[config.mk]
export PLATFORM = sky130hd
export DESIGN_NAME = snake_game_ctrl
export DESIGN_NICKNAME = d
export VERILOG_FILES = /design/src/rtl/snake_game_ctrl.sv
export SDC_FILE = /design/constraint.sdc
export NUM_CORES = 1
export LEC_CHECK = 0
export CAP_MARGIN = 20
export CELL_PAD_IN_SITES_DETAIL_PLACEMENT = 1
export CELL_PAD_IN_SITES_GLOBAL_PLACEMENT = 1
export CORE_MARGIN = 1
export CORE_UTILIZATION = 40
export DETAILED_ROUTE_END_ITERATION = 10
export MAX_ROUTING_LAYER = met4
export PLACE_DENSITY_LB_ADDON = 0.1
export SYNTH_ARGS = -nofsm -noshare
export SYNTH_HDL_FRONTEND = slang
export SYNTH_SLANG_ARGS = --single-unit
[constraint.sdc]
create_clock -name clk25 -period 3.2 [get_ports clk25]
set_clock_uncertainty 0.15 [all_clocks]
set_input_delay 0.32 -clock clk25 [delete_from_list [all_inputs] [get_ports clk25]]
set_output_delay 0.32 -clock clk25 [all_outputs]
set_load 0.1 [all_outputs]
[src/rtl/snake_game_ctrl.sv]
// Game-sequencing controller for the snake display datapath.
// Decodes PS/2 make codes into game commands, runs the BLACK/INIT/RUN/PAUSE/DEAD
// state machine, and paces snake movement from the frame strobe as one-cycle
// step pulses carrying a committed direction.
module snake_game_ctrl #(
  parameter int unsigned FRAMES_PER_STEP  = 6,
  parameter int unsigned DEAD_HOLD_FRAMES = 120
) (
  input  logic        clk25,
  input  logic        rst,
  input  logic        frame_tick,
  input  logic        key_valid,
  input  logic [7:0]  key_code,
  input  logic        died,
  output logic        init_snake,
  output logic        step,
  output logic [1:0]  dir,
  output logic        screen_black,
  output logic        screen_pause,
  output logic [2:0]  state,
  output logic [15:0] step_count
);

  typedef enum logic [2:0] {
    S_BLACK = 3'd0,
    S_INIT  = 3'd1,
    S_RUN   = 3'd2,
    S_PAUSE = 3'd3,
    S_DEAD  = 3'd4
  } state_t;

  localparam logic [7:0] K_RIGHT = 8'h74;
  localparam logic [7:0] K_LEFT  = 8'h6B;
  localparam logic [7:0] K_DOWN  = 8'h72;
  localparam logic [7:0] K_UP    = 8'h75;
  localparam logic [7:0] K_SPACE = 8'h29;
  localparam logic [7:0] K_PAUSE = 8'h4D;
  localparam logic [7:0] K_ESC   = 8'h76;

  localparam logic [7:0] STEP_LAST = 8'(FRAMES_PER_STEP - 1);
  localparam logic [7:0] DEAD_LAST = 8'(DEAD_HOLD_FRAMES - 1);

  state_t      cur_state;
  state_t      nxt_state;
  logic [7:0]  frame_cnt;
  logic [1:0]  pend_dir;

  logic        k_space;
  logic        k_pause;
  logic        k_esc;
  logic        k_arrow;
  logic [1:0]  arrow_dir;
  logic        step_hit;
  logic [1:0]  dir_after;
  logic        arrow_ok;

  assign state = cur_state;

  // Key decode: one command flag per recognised make code; unknown codes fall through.
  always_comb begin
    // NOTE: every always_comb output gets a default first, so no path can infer a latch.
    k_space   = 1'b0;
    k_pause   = 1'b0;
    k_esc     = 1'b0;
    k_arrow   = 1'b0;
    arrow_dir = 2'b00;
    if (key_valid) begin
      case (key_code)
        K_RIGHT: begin k_arrow = 1'b1; arrow_dir = 2'b00; end
        K_LEFT:  begin k_arrow = 1'b1; arrow_dir = 2'b01; end
        K_DOWN:  begin k_arrow = 1'b1; arrow_dir = 2'b10; end
        K_UP:    begin k_arrow = 1'b1; arrow_dir = 2'b11; end
        K_SPACE: k_space = 1'b1;
        K_PAUSE: k_pause = 1'b1;
        K_ESC:   k_esc   = 1'b1;
        default: ;
      endcase
    end
  end

  // Next-state and step qualification; died outranks Esc, P and arrows in RUN.
  always_comb begin
    step_hit  = (cur_state == S_RUN) && !died && frame_tick && (frame_cnt == STEP_LAST);
    // An arrow arriving with a step is judged against the direction just committed.
    dir_after = step_hit ? pend_dir : dir;
    // Reverse pairs differ only in bit 0 (right/left, down/up).
    arrow_ok  = k_arrow && (arrow_dir != (dir_after ^ 2'b01));
    nxt_state = cur_state;
    case (cur_state)
      S_BLACK: if (k_space) nxt_state = S_INIT;
      S_INIT:  nxt_state = S_RUN;
      S_RUN: begin
        if (died)         nxt_state = S_DEAD;
        else if (k_esc)   nxt_state = S_BLACK;
        else if (k_pause) nxt_state = S_PAUSE;
      end
      S_PAUSE: begin
        if (k_esc)        nxt_state = S_BLACK;
        else if (k_pause) nxt_state = S_RUN;
      end
      S_DEAD: begin
        if (k_space)      nxt_state = S_INIT;
        else if (k_esc)   nxt_state = S_BLACK;
        else if (frame_tick && (frame_cnt == DEAD_LAST)) nxt_state = S_BLACK;
      end
      default:            nxt_state = S_BLACK;
    endcase
  end

  // State, counters, direction and registered output decode.
  always_ff @(posedge clk25) begin
    // NOTE: sequential state uses non-blocking assignments so every register sees pre-edge values.
    if (rst) begin
      cur_state    <= S_BLACK;
      frame_cnt    <= 8'd0;
      pend_dir     <= 2'b00;
      dir          <= 2'b00;
      step_count   <= 16'd0;
      step         <= 1'b0;
      init_snake   <= 1'b0;
      screen_black <= 1'b1;
      screen_pause <= 1'b0;
    end else begin
      cur_state    <= nxt_state;
      step         <= step_hit;
      init_snake   <= (nxt_state == S_INIT);
      screen_black <= (nxt_state == S_BLACK);
      screen_pause <= (nxt_state == S_PAUSE) || (nxt_state == S_DEAD);

      if (step_hit) begin
        dir        <= pend_dir;
        step_count <= step_count + 16'd1;
      end

      case (cur_state)
        S_RUN: begin
          if (died) begin
            frame_cnt <= 8'd0;
          end else begin
            if (frame_tick) frame_cnt <= step_hit ? 8'd0 : frame_cnt + 8'd1;
            if (arrow_ok)   pend_dir  <= arrow_dir;
          end
        end
        S_DEAD: begin
          if (frame_tick) frame_cnt <= (frame_cnt == DEAD_LAST) ? 8'd0 : frame_cnt + 8'd1;
        end
        S_PAUSE: ;
        default: frame_cnt <= 8'd0;
      endcase

      // Entering INIT resets the game so the INIT cycle already shows a fresh snake state.
      if (nxt_state == S_INIT) begin
        dir        <= 2'b00;
        pend_dir   <= 2'b00;
        frame_cnt  <= 8'd0;
        step_count <= 16'd0;
      end
    end
  end

endmodule

==> run metrics, run 1 <==
status finished, final reports clean; Setup crit end kind flip-flop; post-synthesis sequential area ratio 0.385; Top FF cell, synth dfxtp_1; Max Buffers Root-to-Sink 2; top post-synthesis cells by area dfxtp_1 38%, nor2_1 6.4%, xnor2_1 4.8%; DIE HEIGHT ~69 µm; Yosys reg bits 35; Synth Net Count 232; Skew-Pair Late Insertion Delay about 0.28 ns; I/O Buffers 37; Final ANT Viol Nets 0; CTS tree built; EDFF count, synth 0; Cell Rows 24; layout cells sized above 1 0.127; cell area after layout 2320 µm²; Final period util 0.778; internal reg-to-reg setup slack 0.79 ns; GRT overflow 0; Post-DP HPWL approximately 3.5 mm; global-route wire length before repair 7.64 mm; postcts setup bufs 0; largest net degree at the start of global routing 15; Yosys top cell by area dfxtp_1; Placed Instance Area 2220 µm²; H-tree levels 2; vias in the first global route about 1700; clock root buffer clkbuf_8; core area around 4400 µm²; GRT Total Usage 0.205; commonest non-fill, non-tap cell in the layout dfxtp_1; worst-path fanout max 8; Final Critical Period 2.49 ns; CTS resizes 0; Tightest Hold Check Type reg -> reg; unrepaired setup endpoints after global routing no; final net count between 200 and 300; Setup crit start kind input port; Worst Path Arrival 2.55 ns; top cell type's share of synthesized area 0.385; routability cong. 0.818; Pwr per Cell Area 357 nW/µm²; maxcap violations 0; Synth Instances 216; Leak Pwr approximately 0.84 nW; clock-pin slew on the worst setup and hold paths 0.07 ns; Total Neg Setup Slack 0 ns; WL/cell 14.7 µm; VDD IR-drop max 0.000202 V; Unique masters post-synth 49; Antenna Cells 0; DR vias between 1500 and 2000; commonest non-fill, non-tap cells in the layout 35 x dfxtp_1, 31 x nor2_1, 23 x clkdlybuf4s50_1; Max transition margin 0.340; Initial Util 0.418; Clock Sinks 35; die width 69.5 µm; first drt pass iteration count 4; Critical Path RT 3.26 ns; max frequency roughly 400 MHz; setup violators final 0; Final Hold Fails 0; initial antenna violation count 0; Yosys warnings 0; DIE AREA 4830 µm²; cts hold-fix bufs 0; asr flop ratio synth 0; synth-to-layout area growth 27.3%; Place WS 0.466 ns; initial detailed-routing violation count 60; Fillers 546; DRC violations left 0; CP Class in -> reg; Mean Syn Cell Area 8.43 µm²; fin worst setup slack 0.710 ns; post-synthesis cell area 1820 µm²; Via density 5.48; Num CTS Buffers 5; IO Count 38; Final Max Slew Viols 0; Worst-Margin Slew 0.987 ns; drt total wl 4.58 mm
-- critical path, cell delays in order --
cell and delay [ns]:
clkdlybuf4s50_1 0.51, nor4b_4 0.36, and3_1 0.39, nand2_4 0.08, or3_4 0.37, or3_1 0.33, a21oi_1 0.18
-- where the power goes --
group	total [mW]	switching [mW]	internal [mW]
clock	0.348	0.152	0.196
sequential	0.436	0.0000922	0.436
combinational	0.0441	0.0223	0.0218
-- flip-flops by register name, indices dropped and copies added, names as in the netlist --
signal and flops:
step_count 16, frame_cnt 8, state 3, dir 2, pend_dir 2, init_snake 1
screen_black 1, screen_pause 1, step 1
-- per-layer routing --
layer,wire length [µm],part of all wire,global-route usage
met5,0,0,-
met2,2250,0.49,0.333
met4,104,0.023,0.0975
met1,2070,0.45,0.239
met3,160,0.035,0.0451
-- kinds of logic (layout without fill, tap and decap cells) --
| logic type | Yosys count | in the layout | synth area share |
|---|---|---|---|
| simple gates | 109 | 109 | 0.339 |
| compound gates | 36 | 36 | 0.121 |
| flops | 35 | 35 | 0.385 |
| xor+xnor | 18 | 18 | 0.0865 |
| buf+inv | 12 | 56 | 0.0288 |
| fa+ha+maj | 3 | 3 | 0.0206 |
| mux | 3 | 3 | 0.0192 |
-- area by class of cell --
| cell class | count | area, µm² | share of cell area |
|---|---|---|---|
| clock buffers | 8 | 100 | 0.0432 |
| inverters | 9 | 33.8 | 0.0146 |
| well taps | 52 | 65.1 | 0.0281 |
| flip-flops and latches | 35 | 701 | 0.302 |
| multi-input cells | 169 | 1070 | 0.461 |
| repair buffers | 39 | 350 | 0.151 |
-- stage by stage --
stage                      util  total power, mW  std cells  hold WS (ns)
final                     0.532            0.828        312         0.364
after global routing      0.532            0.859        312         0.400
after floorplan               -            0.461        216         0.242
after CTS                 0.532            0.841        312         0.364
after global placement    0.509            0.489        304         0.342
after detailed placement  0.509            0.490        304         0.356
-- final timing paths --
kind,startpoint,end,depth (start not counted)
min reg2reg,pend_dir[0]$_SDFFE_PP0P_,pend_dir[0]$_SDFFE_PP0P_,2
min,pend_dir[0]$_SDFFE_PP0P_,pend_dir[0]$_SDFFE_PP0P_,2
max reg2reg,state[1]$_SDFF_PP0_,step_count[14]$_SDFFE_PP0P_,6
max,died,step_count[14]$_SDFFE_PP0P_,7
-- Yosys cell counts, types with 2 or more instances --
library cell	count
nand3_1	11
nand3b_1	3
dfxtp_1	35
nor4_1	3
and2_1	2
or3_1	5
o21ai_0	10
nor3_1	6
xor2_1	8
clkbuf_1	2
and3_1	3
nand2_1	17
inv_1	9
nor3b_1	2
nor4bb_1	2
xnor2_1	10
nor2b_1	3
a31o_2	2
nor2_1	31
and3b_1	2
nand4_1	5
o211ai_1	2
ha_1	3
nand2b_1	3
a31oi_1	2
a21oi_1	12
Note: power is estimated with default switching activity, not from simulation.
==> inputs of run 2 (changes only) <==
--- a/config.mk
+++ b/config.mk
@@ -9,7 +9,7 @@
 export CELL_PAD_IN_SITES_DETAIL_PLACEMENT = 1
 export CELL_PAD_IN_SITES_GLOBAL_PLACEMENT = 1
 export CORE_MARGIN = 1
-export CORE_UTILIZATION = 40
+export CORE_UTILIZATION = 34
 export DETAILED_ROUTE_END_ITERATION = 10
 export MAX_ROUTING_LAYER = met4
 export PLACE_DENSITY_LB_ADDON = 0.1
==> constraint.sdc (replaced) <==
create_clock -name clk25 -period 2.01 [get_ports clk25]
set_clock_uncertainty 0.15 [all_clocks]
set_input_delay 0.201 -clock clk25 [delete_from_list [all_inputs] [get_ports clk25]]
set_output_delay 0.201 -clock clk25 [all_outputs]
set_load 0.1 [all_outputs]
==> run 2 against run 1 <==
The run now ends with setup timing left. Global-route usage shrank 0.83 points. Sequential power grew 58%. Die area grew 17%. Utilization grew 1.6 points. Non-clock buffer count grew 53. Clock power grew 79%. Hold slack lost 0.036 ns. Combinational power grew 110%. Register-to-register slack lost 0.84 ns. Critical endpoint is now pend_dir[1]$_SDFFE_PP0P_. Largest cell class unchanged. Highest routed layer unchanged.
==> run metrics, run 2 (synthesized netlist as in run 1, its figures left out) <==
CP Class in -> reg (unchanged); GRT overflow 0 (unchanged); GRT Total Usage 0.196 (was 0.205); max frequency 482 MHz; WL/cell 14.0 µm (was 14.7 µm); Antenna Cells 0 (unchanged); commonest non-fill, non-tap cell in the layout buf_4 (was dfxtp_1); Leak Pwr 1.15 nW (was 0.843 nW); sequential share of power 0.490 (was 0.526); Clock Sinks 35 (unchanged); combinational share of power 0.067 (was 0.053); CTS tree built (unchanged); reg2reg path depth 6 (unchanged); DIE HEIGHT 75.2 µm (was 69.5 µm); Post-DP HPWL 3.88 mm (was 3.49 mm); core area 5140 µm² (was 4350 µm²); DRC violations left 0 (unchanged); first drt pass iteration count 4 (unchanged); internal reg-to-reg setup slack -0.05 ns (was 0.79 ns); Psw 315 µW (was 174 µW); Most flops, register step_count (unchanged); Final Hold Fails 0 (unchanged); IO Count 38 (unchanged); Register Area 726 µm² (was 701 µm²); CP bufs+invs 2 (was 1); Hold Path Cell Cnt 2 (unchanged); clock root buffer clkbuf_8 (unchanged); RR Endpoint step_count[12]$_SDFFE_PP0P_ (was step_count[14]$_SDFFE_PP0P_); Place WS -0.399 ns (was 0.466 ns); Final Core Density 0.549 (was 0.532); Setup crit end kind flip-flop (unchanged); initial detailed-routing violation count 73 (was 60); layout cells sized above 1 0.387 (was 0.127); Final ANT Viol Nets 0 (unchanged); Max stage delay on crit path 0.46 ns (was 0.51 ns); VDD IR-drop max 0.000361 V (was 0.000202 V); Skew-Pair Late Insertion Delay 0.29 ns (was 0.28 ns); Cells after DPL 363 (was 304); Fillers 638 (was 546); worst-path fanout max 6 (was 8); switch share 0.224 (was 0.210); Cell Rows 26 (was 24); H-tree levels 2 (unchanged); critical path's slowest cell clkdlybuf4s50_1 (unchanged); Pwr Total 1.41 mW (was 828 µW); drt total wl 5.38 mm (was 4.58 mm); Max transition margin 0.679 (was 0.340); Final period util 1.03; Setup crit start kind input port (unchanged); Internal 1.09 mW (was 654 µW); Final Critical Period a little over 2 ns; Worst Path Arrival 2.15 ns (was 2.55 ns); largest net degree at the start of global routing 24 (was 15); die width 75.2 µm (was 69.5 µm); hold path startpoint step_count[1]$_SDFFE_PP0P_ (was pend_dir[0]$_SDFFE_PP0P_); global-route wire length before repair 8.19 mm (was 7.64 mm); cts hold-fix bufs 0 (unchanged); clock share of power 0.443 (was 0.420); unrepaired setup endpoints after global routing yes (was no); Worst-Margin Slew 0.475 ns (was 0.987 ns); Multi-input gate area 1140 µm² (was 1070 µm²); Pwr per Cell Area 498 nW/µm² (was 357 nW/µm²); max FFs per register 16 (unchanged); synth-to-layout area growth 54.9% (was 27.3%); status complete, but fails checks (was finished, final reports clean); fin worst setup slack -0.0663 ns (was 0.710 ns); final net count 328 (was 275); cells along the critical path clkdlybuf4s50_1 -> buf_4 -> nor4bb_1 -> a31o_2 -> nand3_1 -> xnor2_1 -> or2_0 -> a31oi_1 (was clkdlybuf4s50_1 -> nor4b_4 -> and3_1 -> nand2_4 -> or3_4 -> or3_1 -> a21oi_1); Via density 4.99 (was 5.48); Hold Path End step_count[1]$_SDFFE_PP0P_ (was pend_dir[0]$_SDFFE_PP0P_); routability cong. 0.802 (was 0.818); failing checks setup timing; Tightest Hold Check Type reg -> reg (unchanged); DR vias 1910 (was 1709); Initial Util 0.354 (was 0.418); clock-pin slew on the worst setup and hold paths 0.07 ns (about the same); Final Max Slew Viols 0 (unchanged); maxcap violations 0 (unchanged); setup violators final 5 (was 0); commonest non-fill, non-tap cells in the layout 80 x buf_4, 30 x nor2_1, 21 x dfxtp_1 (was 35 x dfxtp_1, 31 x nor2_1, 23 x clkdlybuf4s50_1); CP delay by family, top simple AND/OR/NAND/NOR gates (unchanged); Critical Path RT 2.08 ns (was 3.26 ns); fin cells 383 (was 312); I/O Buffers 37 (unchanged); initial antenna violation count 0 (unchanged); Max Buffers Root-to-Sink 2 (unchanged); Num CTS Buffers 5 (unchanged); DIE AREA 5660 µm² (was 4830 µm²); reg2reg start state[0]$_SDFF_PP0_ (was state[1]$_SDFF_PP0_); vias in the first global route 1886 (was 1661)
-- run 2: cell types whose count changed in the layout (fill, tap and decap cells not counted), moves of 2 or more --
cell             previous run  this run
dfxtp_2                     0        11
a21oi_2                     0         2
dfxtp_4                     0         3
clkdlybuf4s50_1            23        12
buf_4                      16        80
o21ai_1                     1         3
a21oi_1                    12        10
o21ai_0                    10         8
dfxtp_1                    35        21
-- run 2: final cells by class --
class | instances | area share
timing repair buffer | 92 | 0.255
clock buffer | 7 | 0.0381
sequential | 35 | 0.257
tap | 70 | 0.0310
inverter | 9 | 0.0120
clock inverter | 1 | 0.00177
multi-input combinational | 169 | 0.404
-- run 2: power by group through the flow --
| stage | Sequential (mW) | Combinational [mW] | Clock [mW] |
|---|---|---|---|
| final | 0.689 | 0.0939 | 0.623 |
| after global routing | 0.689 | 0.101 | 0.670 |
| after CTS | 0.688 | 0.0892 | 0.641 |
| after detailed placement | 0.705 | 0.0885 | 0 |
| after global placement | 0.705 | 0.0873 | 0 |
| after floorplan | 0.706 | 0.0242 | 0 |
-- run 2: per-stage QoR --
step	hold WS [ns]	cell area, µm²	TNS (ns)
5_1_grt	0.381	2820	-1.13
6_report	0.329	2820	-0.224
3_5_place_dp	0.323	2550	-7.47
2_1_floorplan	0.123	1850	-1.30
4_1_cts	0.334	2720	-0.179
3_3_place_gp	0.321	2550	-6.17
-- run 2: what timing repair did --
action / CTS / global route
gates resized for setup: 3 / 13
setup endpoints to repair: 6 / 25
setup buffers: 6 / 6
pin swaps: 10 / 6
-- run 2: tightest hold or removal path: stages (launching register included) --
cell and delay, ns:
dfxtp_2 0.34, nand2_1 0.05, a21oi_1 0.05
-- run 2: layer usage --
layer	global-route usage	routed length (µm)	vias up
li1	-	-	958
met1	0.228	2400	917
met2	0.344	2780	28
met3	0.0348	131	7
met4	0.0597	63	0
met5	-	0	-
-- run 2: worst max path at each step --
stage                              start                           to  slack [ns]  cells after the start
6_report                     key_code[1]     pend_dir[1]$_SDFFE_PP0P_       -0.07                      8
5_1_grt        frame_cnt[7]$_SDFFE_PP0P_  step_count[12]$_SDFFE_PP0P_       -0.17                      6
4_1_cts              state[2]$_SDFF_PP0_  step_count[12]$_SDFFE_PP0P_       -0.05                      6
3_5_place_dp                        died  step_count[14]$_SDFFE_PP0P_       -0.40                      7
3_3_place_gp                        died   step_count[8]$_SDFFE_PP0P_       -0.34                      7
2_1_floorplan        state[1]$_SDFF_PP0_   step_count[8]$_SDFFE_PP0P_       -0.24                      7
==> inputs of run 3 (changes only) <==
--- a/config.mk
+++ b/config.mk
@@ -13,6 +13,7 @@
 export DETAILED_ROUTE_END_ITERATION = 10
 export MAX_ROUTING_LAYER = met4
 export PLACE_DENSITY_LB_ADDON = 0.1
+export SLEW_MARGIN = 20
 export SYNTH_ARGS = -nofsm -noshare
 export SYNTH_HDL_FRONTEND = slang
 export SYNTH_SLANG_ARGS = --single-unit
==> results of run 3 <==
Same layout as run 2: the final DEF is identical, and so are final timing and power.
